### src/rtl/alu_arbiter_if.sv
// alu_arbiter_if: bundle of the request, response and ALU-side signals of alu_arbiter.
//   req0_*/req1_* : per-requester valid/ready handshake with operands a, b and opcode op
//   rsp_*         : one-hot response valid, per-requester ready, result y, flag v, error err
//   alu_*         : registered operands/opcode to the external ALU and its y/v outputs
// Modports:
//   slave  : the arbiter side
//   master : the clients plus the external ALU
interface alu_arbiter_if;
  logic       req0_valid;
  logic       req1_valid;
  logic       req0_ready;
  logic       req1_ready;
  logic [3:0] req0_a;
  logic [3:0] req0_b;
  logic [3:0] req0_op;
  logic [3:0] req1_a;
  logic [3:0] req1_b;
  logic [3:0] req1_op;
  logic [1:0] rsp_valid;
  logic [1:0] rsp_ready;
  logic [3:0] rsp_y;
  logic       rsp_v;
  logic       rsp_err;
  logic [3:0] alu_a;
  logic [3:0] alu_b;
  logic [3:0] alu_op;
  logic [3:0] alu_y;
  logic       alu_v;

  modport slave (
    input  req0_valid, req1_valid, req0_a, req0_b, req0_op, req1_a, req1_b, req1_op,
    input  rsp_ready, alu_y, alu_v,
    output req0_ready, req1_ready, rsp_valid, rsp_y, rsp_v, rsp_err,
    output alu_a, alu_b, alu_op
  );

  modport master (
    output req0_valid, req1_valid, req0_a, req0_b, req0_op, req1_a, req1_b, req1_op,
    output rsp_ready, alu_y, alu_v,
    input  req0_ready, req1_ready, rsp_valid, rsp_y, rsp_v, rsp_err,
    input  alu_a, alu_b, alu_op
  );
endinterface

### src/rtl/alu_arbiter.sv
// alu_arbiter: round-robin sharing of one external combinational 4-bit ALU between two
// requesters. One operation at a time: IDLE (accept) -> EXEC (ALU settles) -> RESP (held
// response until the owner takes it).
// Ports:
//   clk      : clock, rising edge
//   rst      : asynchronous active-high reset
//   bus      : alu_arbiter_if.slave (request/response handshakes and ALU wiring)
//   busy     : high whenever not IDLE
//   done_cnt : completed-response counter, wraps 255 -> 0
module alu_arbiter (
  input  logic         clk,
  input  logic         rst,
  alu_arbiter_if.slave bus,
  output logic         busy,
  output logic [7:0]   done_cnt
);

  typedef enum logic [1:0] {IDLE, EXEC, RESP} state_e;

  state_e     state_q;
  logic       last_q;   // requester served last; resets to 1 so requester 0 is favoured
  logic       owner_q;
  logic [3:0] a_q;
  logic [3:0] b_q;
  logic [3:0] op_q;
  logic [3:0] y_q;
  logic       v_q;
  logic       err_q;
  logic [1:0] rsp_valid_q;
  logic       busy_q;
  logic [7:0] done_q;

  logic       gnt0;
  logic       gnt1;
  logic [3:0] y_d;
  logic       v_d;
  logic       err_d;
  logic       take;

  always_comb begin
    gnt0 = bus.req0_valid & (~bus.req1_valid | last_q);
    gnt1 = bus.req1_valid & (~bus.req0_valid | ~last_q);
    take = bus.rsp_ready[owner_q];

    err_d = (op_q == 4'b0111) || ((op_q == 4'b1010) && (b_q == '0));
    y_d   = bus.alu_y;
    // The ALU leaves v stale for ops that do not define it; pass it only for
    // add, sub, shift-left and shift-right.
    v_d   = 1'b0;
    case (op_q)
      4'b1000, 4'b1001, 4'b1011, 4'b1100: v_d = bus.alu_v;
      default:                            v_d = 1'b0;
    endcase
    if (err_d) begin
      y_d = '0;
      v_d = 1'b0;
    end
  end

  assign bus.req0_ready = (state_q == IDLE) & gnt0;
  assign bus.req1_ready = (state_q == IDLE) & gnt1;
  assign bus.rsp_valid  = rsp_valid_q;
  assign bus.rsp_y      = y_q;
  assign bus.rsp_v      = v_q;
  assign bus.rsp_err    = err_q;
  assign bus.alu_a      = a_q;
  assign bus.alu_b      = b_q;
  assign bus.alu_op     = op_q;
  assign busy           = busy_q;
  assign done_cnt       = done_q;

  always_ff @(posedge clk or posedge rst) begin
    if (rst) begin
      state_q     <= IDLE;
      last_q      <= 1'b1;
      owner_q     <= 1'b0;
      a_q         <= '0;
      b_q         <= '0;
      op_q        <= '0;
      y_q         <= '0;
      v_q         <= 1'b0;
      err_q       <= 1'b0;
      rsp_valid_q <= '0;
      busy_q      <= 1'b0;
      done_q      <= '0;
    end else begin
      case (state_q)
        IDLE: begin
          if (gnt0 | gnt1) begin
            a_q     <= gnt1 ? bus.req1_a  : bus.req0_a;
            b_q     <= gnt1 ? bus.req1_b  : bus.req0_b;
            op_q    <= gnt1 ? bus.req1_op : bus.req0_op;
            owner_q <= gnt1;
            last_q  <= gnt1;
            busy_q  <= 1'b1;
            state_q <= EXEC;
          end
        end
        EXEC: begin
          y_q         <= y_d;
          v_q         <= v_d;
          err_q       <= err_d;
          rsp_valid_q <= owner_q ? 2'b10 : 2'b01;
          state_q     <= RESP;
        end
        RESP: begin
          if (take) begin
            done_q      <= done_q + 8'd1;
            rsp_valid_q <= '0;
            busy_q      <= 1'b0;
            state_q     <= IDLE;
          end
        end
        default: state_q <= IDLE;
      endcase
    end
  end

endmodule

### src/flat_wrapper.sv
// flat-port wrapper written by rule: the top's interface ports become plain ports
module alu_arbiter_flat 
  (clk, rst, busy, done_cnt, bus_req0_valid, bus_req1_valid, bus_req0_a, bus_req0_b, bus_req0_op, bus_req1_a, bus_req1_b, bus_req1_op, bus_rsp_ready, bus_alu_y, bus_alu_v, bus_req0_ready, bus_req1_ready, bus_rsp_valid, bus_rsp_y, bus_rsp_v, bus_rsp_err, bus_alu_a, bus_alu_b, bus_alu_op);
  alu_arbiter_if bus_i ();
  input  logic clk;
  input  logic rst;
  output logic busy;
  output logic [7:0] done_cnt;
  input wire logic [$bits(bus_i.req0_valid)-1:0] bus_req0_valid;
  input wire logic [$bits(bus_i.req1_valid)-1:0] bus_req1_valid;
  input wire logic [$bits(bus_i.req0_a)-1:0] bus_req0_a;
  input wire logic [$bits(bus_i.req0_b)-1:0] bus_req0_b;
  input wire logic [$bits(bus_i.req0_op)-1:0] bus_req0_op;
  input wire logic [$bits(bus_i.req1_a)-1:0] bus_req1_a;
  input wire logic [$bits(bus_i.req1_b)-1:0] bus_req1_b;
  input wire logic [$bits(bus_i.req1_op)-1:0] bus_req1_op;
  input wire logic [$bits(bus_i.rsp_ready)-1:0] bus_rsp_ready;
  input wire logic [$bits(bus_i.alu_y)-1:0] bus_alu_y;
  input wire logic [$bits(bus_i.alu_v)-1:0] bus_alu_v;
  output wire logic [$bits(bus_i.req0_ready)-1:0] bus_req0_ready;
  output wire logic [$bits(bus_i.req1_ready)-1:0] bus_req1_ready;
  output wire logic [$bits(bus_i.rsp_valid)-1:0] bus_rsp_valid;
  output wire logic [$bits(bus_i.rsp_y)-1:0] bus_rsp_y;
  output wire logic [$bits(bus_i.rsp_v)-1:0] bus_rsp_v;
  output wire logic [$bits(bus_i.rsp_err)-1:0] bus_rsp_err;
  output wire logic [$bits(bus_i.alu_a)-1:0] bus_alu_a;
  output wire logic [$bits(bus_i.alu_b)-1:0] bus_alu_b;
  output wire logic [$bits(bus_i.alu_op)-1:0] bus_alu_op;
  assign bus_i.req0_valid = bus_req0_valid;
  assign bus_i.req1_valid = bus_req1_valid;
  assign bus_i.req0_a = bus_req0_a;
  assign bus_i.req0_b = bus_req0_b;
  assign bus_i.req0_op = bus_req0_op;
  assign bus_i.req1_a = bus_req1_a;
  assign bus_i.req1_b = bus_req1_b;
  assign bus_i.req1_op = bus_req1_op;
  assign bus_i.rsp_ready = bus_rsp_ready;
  assign bus_i.alu_y = bus_alu_y;
  assign bus_i.alu_v = bus_alu_v;
  assign bus_req0_ready = bus_i.req0_ready;
  assign bus_req1_ready = bus_i.req1_ready;
  assign bus_rsp_valid = bus_i.rsp_valid;
  assign bus_rsp_y = bus_i.rsp_y;
  assign bus_rsp_v = bus_i.rsp_v;
  assign bus_rsp_err = bus_i.rsp_err;
  assign bus_alu_a = bus_i.alu_a;
  assign bus_alu_b = bus_i.alu_b;
  assign bus_alu_op = bus_i.alu_op;
  alu_arbiter u_core (.clk(clk), .rst(rst), .bus(bus_i), .busy(busy), .done_cnt(done_cnt));
endmodule
### config.mk
export PLATFORM = sky130hd
export DESIGN_NAME = alu_arbiter_flat
export DESIGN_NICKNAME = d
export VERILOG_FILES = /design/src/rtl/alu_arbiter_if.sv /design/src/rtl/alu_arbiter.sv /design/src/flat_wrapper.sv
export SDC_FILE = /design/constraint.sdc
export NUM_CORES = 1
export LEC_CHECK = 0
export ABC_CLOCK_PERIOD_IN_PS = 2540
export CAP_MARGIN = 15
export CORE_ASPECT_RATIO = 0.5
export CORE_MARGIN = 4
export CORE_UTILIZATION = 45
export CTS_CLUSTER_SIZE = 25
export DETAILED_ROUTE_END_ITERATION = 8
export PLACE_DENSITY_LB_ADDON = 0.15
export SYNTH_ARGS = -nofsm -noshare
export SYNTH_HDL_FRONTEND = slang
export SYNTH_SLANG_ARGS = --single-unit
### constraint.sdc
create_clock -name clk -period 2.54 [get_ports clk]
set_input_delay 0.508 -clock clk [delete_from_list [all_inputs] [get_ports clk]]
set_output_delay 0.508 -clock clk [all_outputs]
set_load 0.02 [all_outputs]
# Word level (Yosys, flattened, before mapping)
# Index checks and enable logic that the tools add are counted.
# totals
reg_bits,33
inputBits,35
output_inout_bits,31
elab_cells,62
# classes
n_addsub,1
order_cmp,1
n_eq_ne,10
n_mux,16
bitwise,10
n_reduce_logical,12
# ops
cell,n
"equality test 4 bit, second input constant",5
two-way mux 4 bit,4
"adder 8 x 1 -> 8 bit, second input constant",1
AND reduction 2 bit,4
two-way mux 1 bit,6
two-way mux 2 bit,3
case mux 2 bit (3 select lines),1
AND 1 bit,4
"equality test 4 x 3 -> 1 bit, second input constant",1
logical NOT 4 bit,1
case mux 2 bit (2 select lines),1
nonzero test 2 bit,2
OR reduction 4 bit,1
NOT 1 bit,3
bitwise OR 1 bit,3
AND reduction 3 bit,1
"equality test 2 x 1 -> 1 bit, second input constant",1
"equality test 2 bit, second input constant",1
logical NOT 2 bit,1
"< comparator 1 x 2 -> 1 bit, second input constant",1
"inequality test 2 x 1 -> 1 bit, second input constant",1
"inequality test 2 bit, second input constant",1
case mux 1 bit (2 select lines),1
logical AND 1 bit,1
logical OR 1 bit,1

# Depth between registers and ports, before layout
# depth
depth_word,6
depth_mapped,4
ltp_nobuf,4

# Least setup slack after synthesis
# No wires, ideal clock.
# synth_path
path_type,register to output
startpoint,register u_core.state_q[0]
endpoint,output port bus_req1_ready
t_arrival_ps,1042
required_ps,2032
slack_ps,990
path_stages_with_launch,4
n_path_buf,0
path_cell_list,dfrtp_1 -> nor2_1 -> nand2_1 -> a21oi_1
# synth_via
elab_chain_cells,2
# synth_rtl
element,line_no,source
from (decl),alu_arbiter.sv:20,state_e state_q;
from (signal assigned),alu_arbiter.sv:74,state_q <= IDLE;
from (signal assigned),alu_arbiter.sv:96,state_q <= EXEC;
from (signal assigned),alu_arbiter.sv:104,state_q <= RESP;
logical NOT 2 bit,alu_arbiter.sv:61,assign bus.req1_ready = (state_q == IDLE) & gnt1;
AND 1 bit,alu_arbiter.sv:61,
to (decl),flat_wrapper.sv:21,output wire logic [$bits(bus_i.req1_ready)-1:0] bus_req1_ready;
# No other way between the ends.

# Worst setup path in the final report
# Ends and elaborated chain as after synthesis.

==> impl_metrics.json <==
{
  "final_common_cell": "clkdlybuf4s50_1",
  "yosysUniqueCellTypes": 34,
  "dpl_worst_slack_ns": 0.109,
  "fp-row-count": 14,
  "postCtsHoldBufs": 0,
  "first_iter_violations": 25,
  "netlist_instances": 120,
  "timing.final.crit_share_pct": 96.4,
  "cts_sinks": 33,
  "worstPathMaxFanout": 5,
  "nNetsFinal": 227,
  "antenna_found_initial": 0,
  "r2r_end": "u_core.bus.rsp_y[2]$_DFFE_PP0P_",
  "critical_path_required_ns": 2.03,
  "post-route-drc-count": 0,
  "r2r_start": "u_core.state_q[1]$_DFFE_PP0P_",
  "dp_hpwl_mm": 2.68,
  "fin_util_pct": 74.2,
  "die_w_um": 91.3,
  "clk_latency_ns": 0.29,
  "critPathCapture": "bus_req1_ready",
  "grt_max_degree": 34,
  "drt-met1-wl_mm": 1.38,
  "p_comb_share_pct": 50.1,
  "syn_nets": 156,
  "dieArea_um2": 4530,
  "cp_slowest_cell": "clkdlybuf4s50_1",
  "ys.warnings.count": 0,
  "path_cells": "nor2_1 -> nand2_1 -> a21oi_1 -> clkdlybuf4s50_1",
  "cts.reportedPaths.clkPinSlew_ns": 0.07,
  "totalWireLength_mm": 3.47,
  "dr.pass1.iters": 4,
  "hold_viol_final": 0,
  "maxSlewHeadroom_pct": 59.3,
  "hold_path_class": "flop to flop",
  "wl_met3_um": 301,
  "slowest_delay_ns": 0.62,
  "worstPathArrival_ns": 1.94,
  "top_layer_used": "met4",
  "internal_power_w": 0.00170,
  "start_util_pct": 49.5,
  "fmax_ghz": 0.408,
  "grtUsageTotal_pct": 16.3,
  "finalNonFillerCells": 232,
  "placed_cells": 224,
  "synthesis.area_um2": 1560,
  "drv_slew": 0,
  "postCtsSetupRepairBufs": 0,
  "ir_worst_vdd_v": 0.000582,
  "clock_path_buffers": 2,
  "numCtsBuffers": 5,
  "crit_type": "flop to primary output",
  "clock_power_share_pct": 14.0,
  "met2WireLength_mm": 1.75,
  "coreArea_um2": 3150,
  "endpoint_kind": "primary output",
  "skew_ns": 0.00817,
  "globalplace.congestion": 0.783,
  "cts_tree": "yes",
  "startpoint_type": "flop",
  "cts_resized": 0,
  "finalSetupViolations": 0,
  "cts_max_level": 2,
  "vias_per_cell": 5.17,
  "status": "complete, no violations",
  "seq_area_frac_synth_pct": 53.0,
  "numPortBuffers": 65,
  "rsz0062_at_grt": "no",
  "tightest_slew_ns": 0.606,
  "grt_pass1_wl_mm": 5.64,
  "r2r_cells": 3,
  "ys_seq_elements": 33,
  "fin_ws_ns": 0.0912,
  "ant_nets": 0,
  "sequentialPowerShare_pct": 35.9,
  "grt_pass1_vias": 1218,
  "drive_gt1_share_pct": 19.3,
  "mostFrequentLayoutCells": "clkdlybuf4s50_1 (65), dfrtp_1 (32), mux2_2 (16), mux2_4 (10), nand2_1 (7)",
  "antenna_cells": 0,
  "grt_overflow": 0,
  "num_vias": 1199,
  "rrSetupSlack_ns": 0.91,
  "area_growth_pct": 49.8,
  "maxCapViolCount": 0,
  "avgRoutedWirePerCell_um": 15.0,
  "ios": 66,
  "synth.avg_cell_area_um2": 13.0,
  "layout_min_cycle_time_ns": 2.45,
  "switchingPower_w": 0.00105,
  "fp.dieH_um": 49.7,
  "startpoint": "u_core.state_q[0]$_DFFE_PP0P_",
  "cts_root_buf": "clkbuf_8",
  "finalSetupTns_ns": 0,
  "cellPowerDensity_nw_per_um2": 1180,
  "p_leak_nw": 1.03,
  "fill_cells": 232,
  "hold_ws_ns": 0.476,
  "switching_share_pct": 38.1
}
==> state kept, by name (all words and copies together) (netlist names) <==
signal	flops
u_core.bus.rsp_y	4
u_core.bus.alu_a	4
u_core.bus.alu_op	4
u_core.bus.alu_b	4
u_core.bus.rsp_err	1
u_core.done_cnt	8
u_core.last_q	1
u_core.bus.rsp_valid	2
u_core.owner_q	1
u_core.busy	1
u_core.bus.rsp_v	1
u_core.state_q	2
==> stage by stage <==
stage               cell area, um^2  power [W]
floorplan                      1560    0.00176
global placement               2260    0.00236
detailed placement             2260    0.00240
CTS                            2340    0.00279
global route                   2340    0.00294
finish                         2340    0.00276
==> metal layers <==
metal | GRT usage, % | vias up
met5 | 0 | -
met4 | 6.00 | 0
met3 | 7.29 | 5
met2 | 28.4 | 42
met1 | 17.8 | 575
li1 | - | 577
==> critical path, delay by kind of cell, from the launching register on <==
| family | cells | cell delay [ns] |
|---|---|---|
| flops | 1 | 0.42 |
| simple gates | 2 | 0.48 |
| buf+inv | 1 | 0.62 |
| compound gates | 1 | 0.14 |
==> layout make-up <==
class,count,area (um^2),share of cell area (%)
flip-flops and latches,33,827,35.3
multi-input cells,80,699,29.9
repair buffers,67,666,28.4
clock buffers,6,72.6,3.10
well taps,40,50.0,2.14
inverters,4,15.0,0.642
clock inverters,2,10.0,0.428
==> power by group through the flow <==
stage          clock network [W]  registers [W]  logic (W)
3_3_place_gp                   0       0.000984    0.00137
5_1_grt                 0.000425        0.00103    0.00148
6_report                0.000385       0.000989    0.00138
2_1_floorplan                  0        0.00121   0.000548
4_1_cts                 0.000397       0.000990    0.00140
3_5_place_dp                   0       0.000997    0.00140
==> worst min path at each step <==
| stage | from | endpoint | cells after the start |
|---|---|---|---|
| CTS | u_core.done_cnt[7]$_DFFE_PP0P_ | u_core.done_cnt[7]$_DFFE_PP0P_ | 1 |
| global placement | u_core.bus.rsp_v$_DFFE_PP0P_ | u_core.bus.rsp_v$_DFFE_PP0P_ | 2 |
| floorplan | u_core.owner_q$_DFFE_PP0P_ | u_core.bus.rsp_valid[0]$_DFFE_PP0P_ | 1 |
| detailed placement | u_core.done_cnt[7]$_DFFE_PP0P_ | u_core.done_cnt[7]$_DFFE_PP0P_ | 1 |
| global route | u_core.done_cnt[7]$_DFFE_PP0P_ | u_core.done_cnt[7]$_DFFE_PP0P_ | 1 |
| finish | u_core.done_cnt[7]$_DFFE_PP0P_ | u_core.done_cnt[7]$_DFFE_PP0P_ | 1 |
==> Yosys cell counts (all sizes together) <==
library cell	n	area share (%)
dfrtp	32	51
mux2	26	21
nand2	7	1.7
a22o	4	2.2
inv	4	0.96
nor2	4	0.96
o21ai	4	1.3
xor2	4	2.2
a21oi	3	0.96
nand3	3	0.96
xnor2	3	1.7
and4b	2	1.3
buf	2	1.0
mux2i	2	1.3
nand2b	2	0.80
nor4b	2	1.1
o22ai	2	0.80
a211oi	1	0.48
a21bo	1	1.0
a2bb2oi	1	0.56
a31oi	1	0.40
and3	1	0.40
and4	1	0.56
clkbuf	1	0.24
dfstp	1	1.7
ha	1	0.80
nand3b	1	0.48
nand4	1	0.40
nor2b	1	0.40
nor3	1	0.32
nor3b	1	0.48
==> logic make-up after synthesis <==
group                    after synthesis  synth area share (%)
flip-flops                            33                  53.0
adder cells (fa/ha/maj)                1                 0.801
XOR/XNOR                               7                  3.93
AO/OA/AOI/OAI                         17                  7.77
buffers and inverters                  7                  2.24
AND/OR/NAND/NOR                       27                  9.86
multiplexers                          28                  22.4
Note: power is estimated with default switching activity, not from simulation.
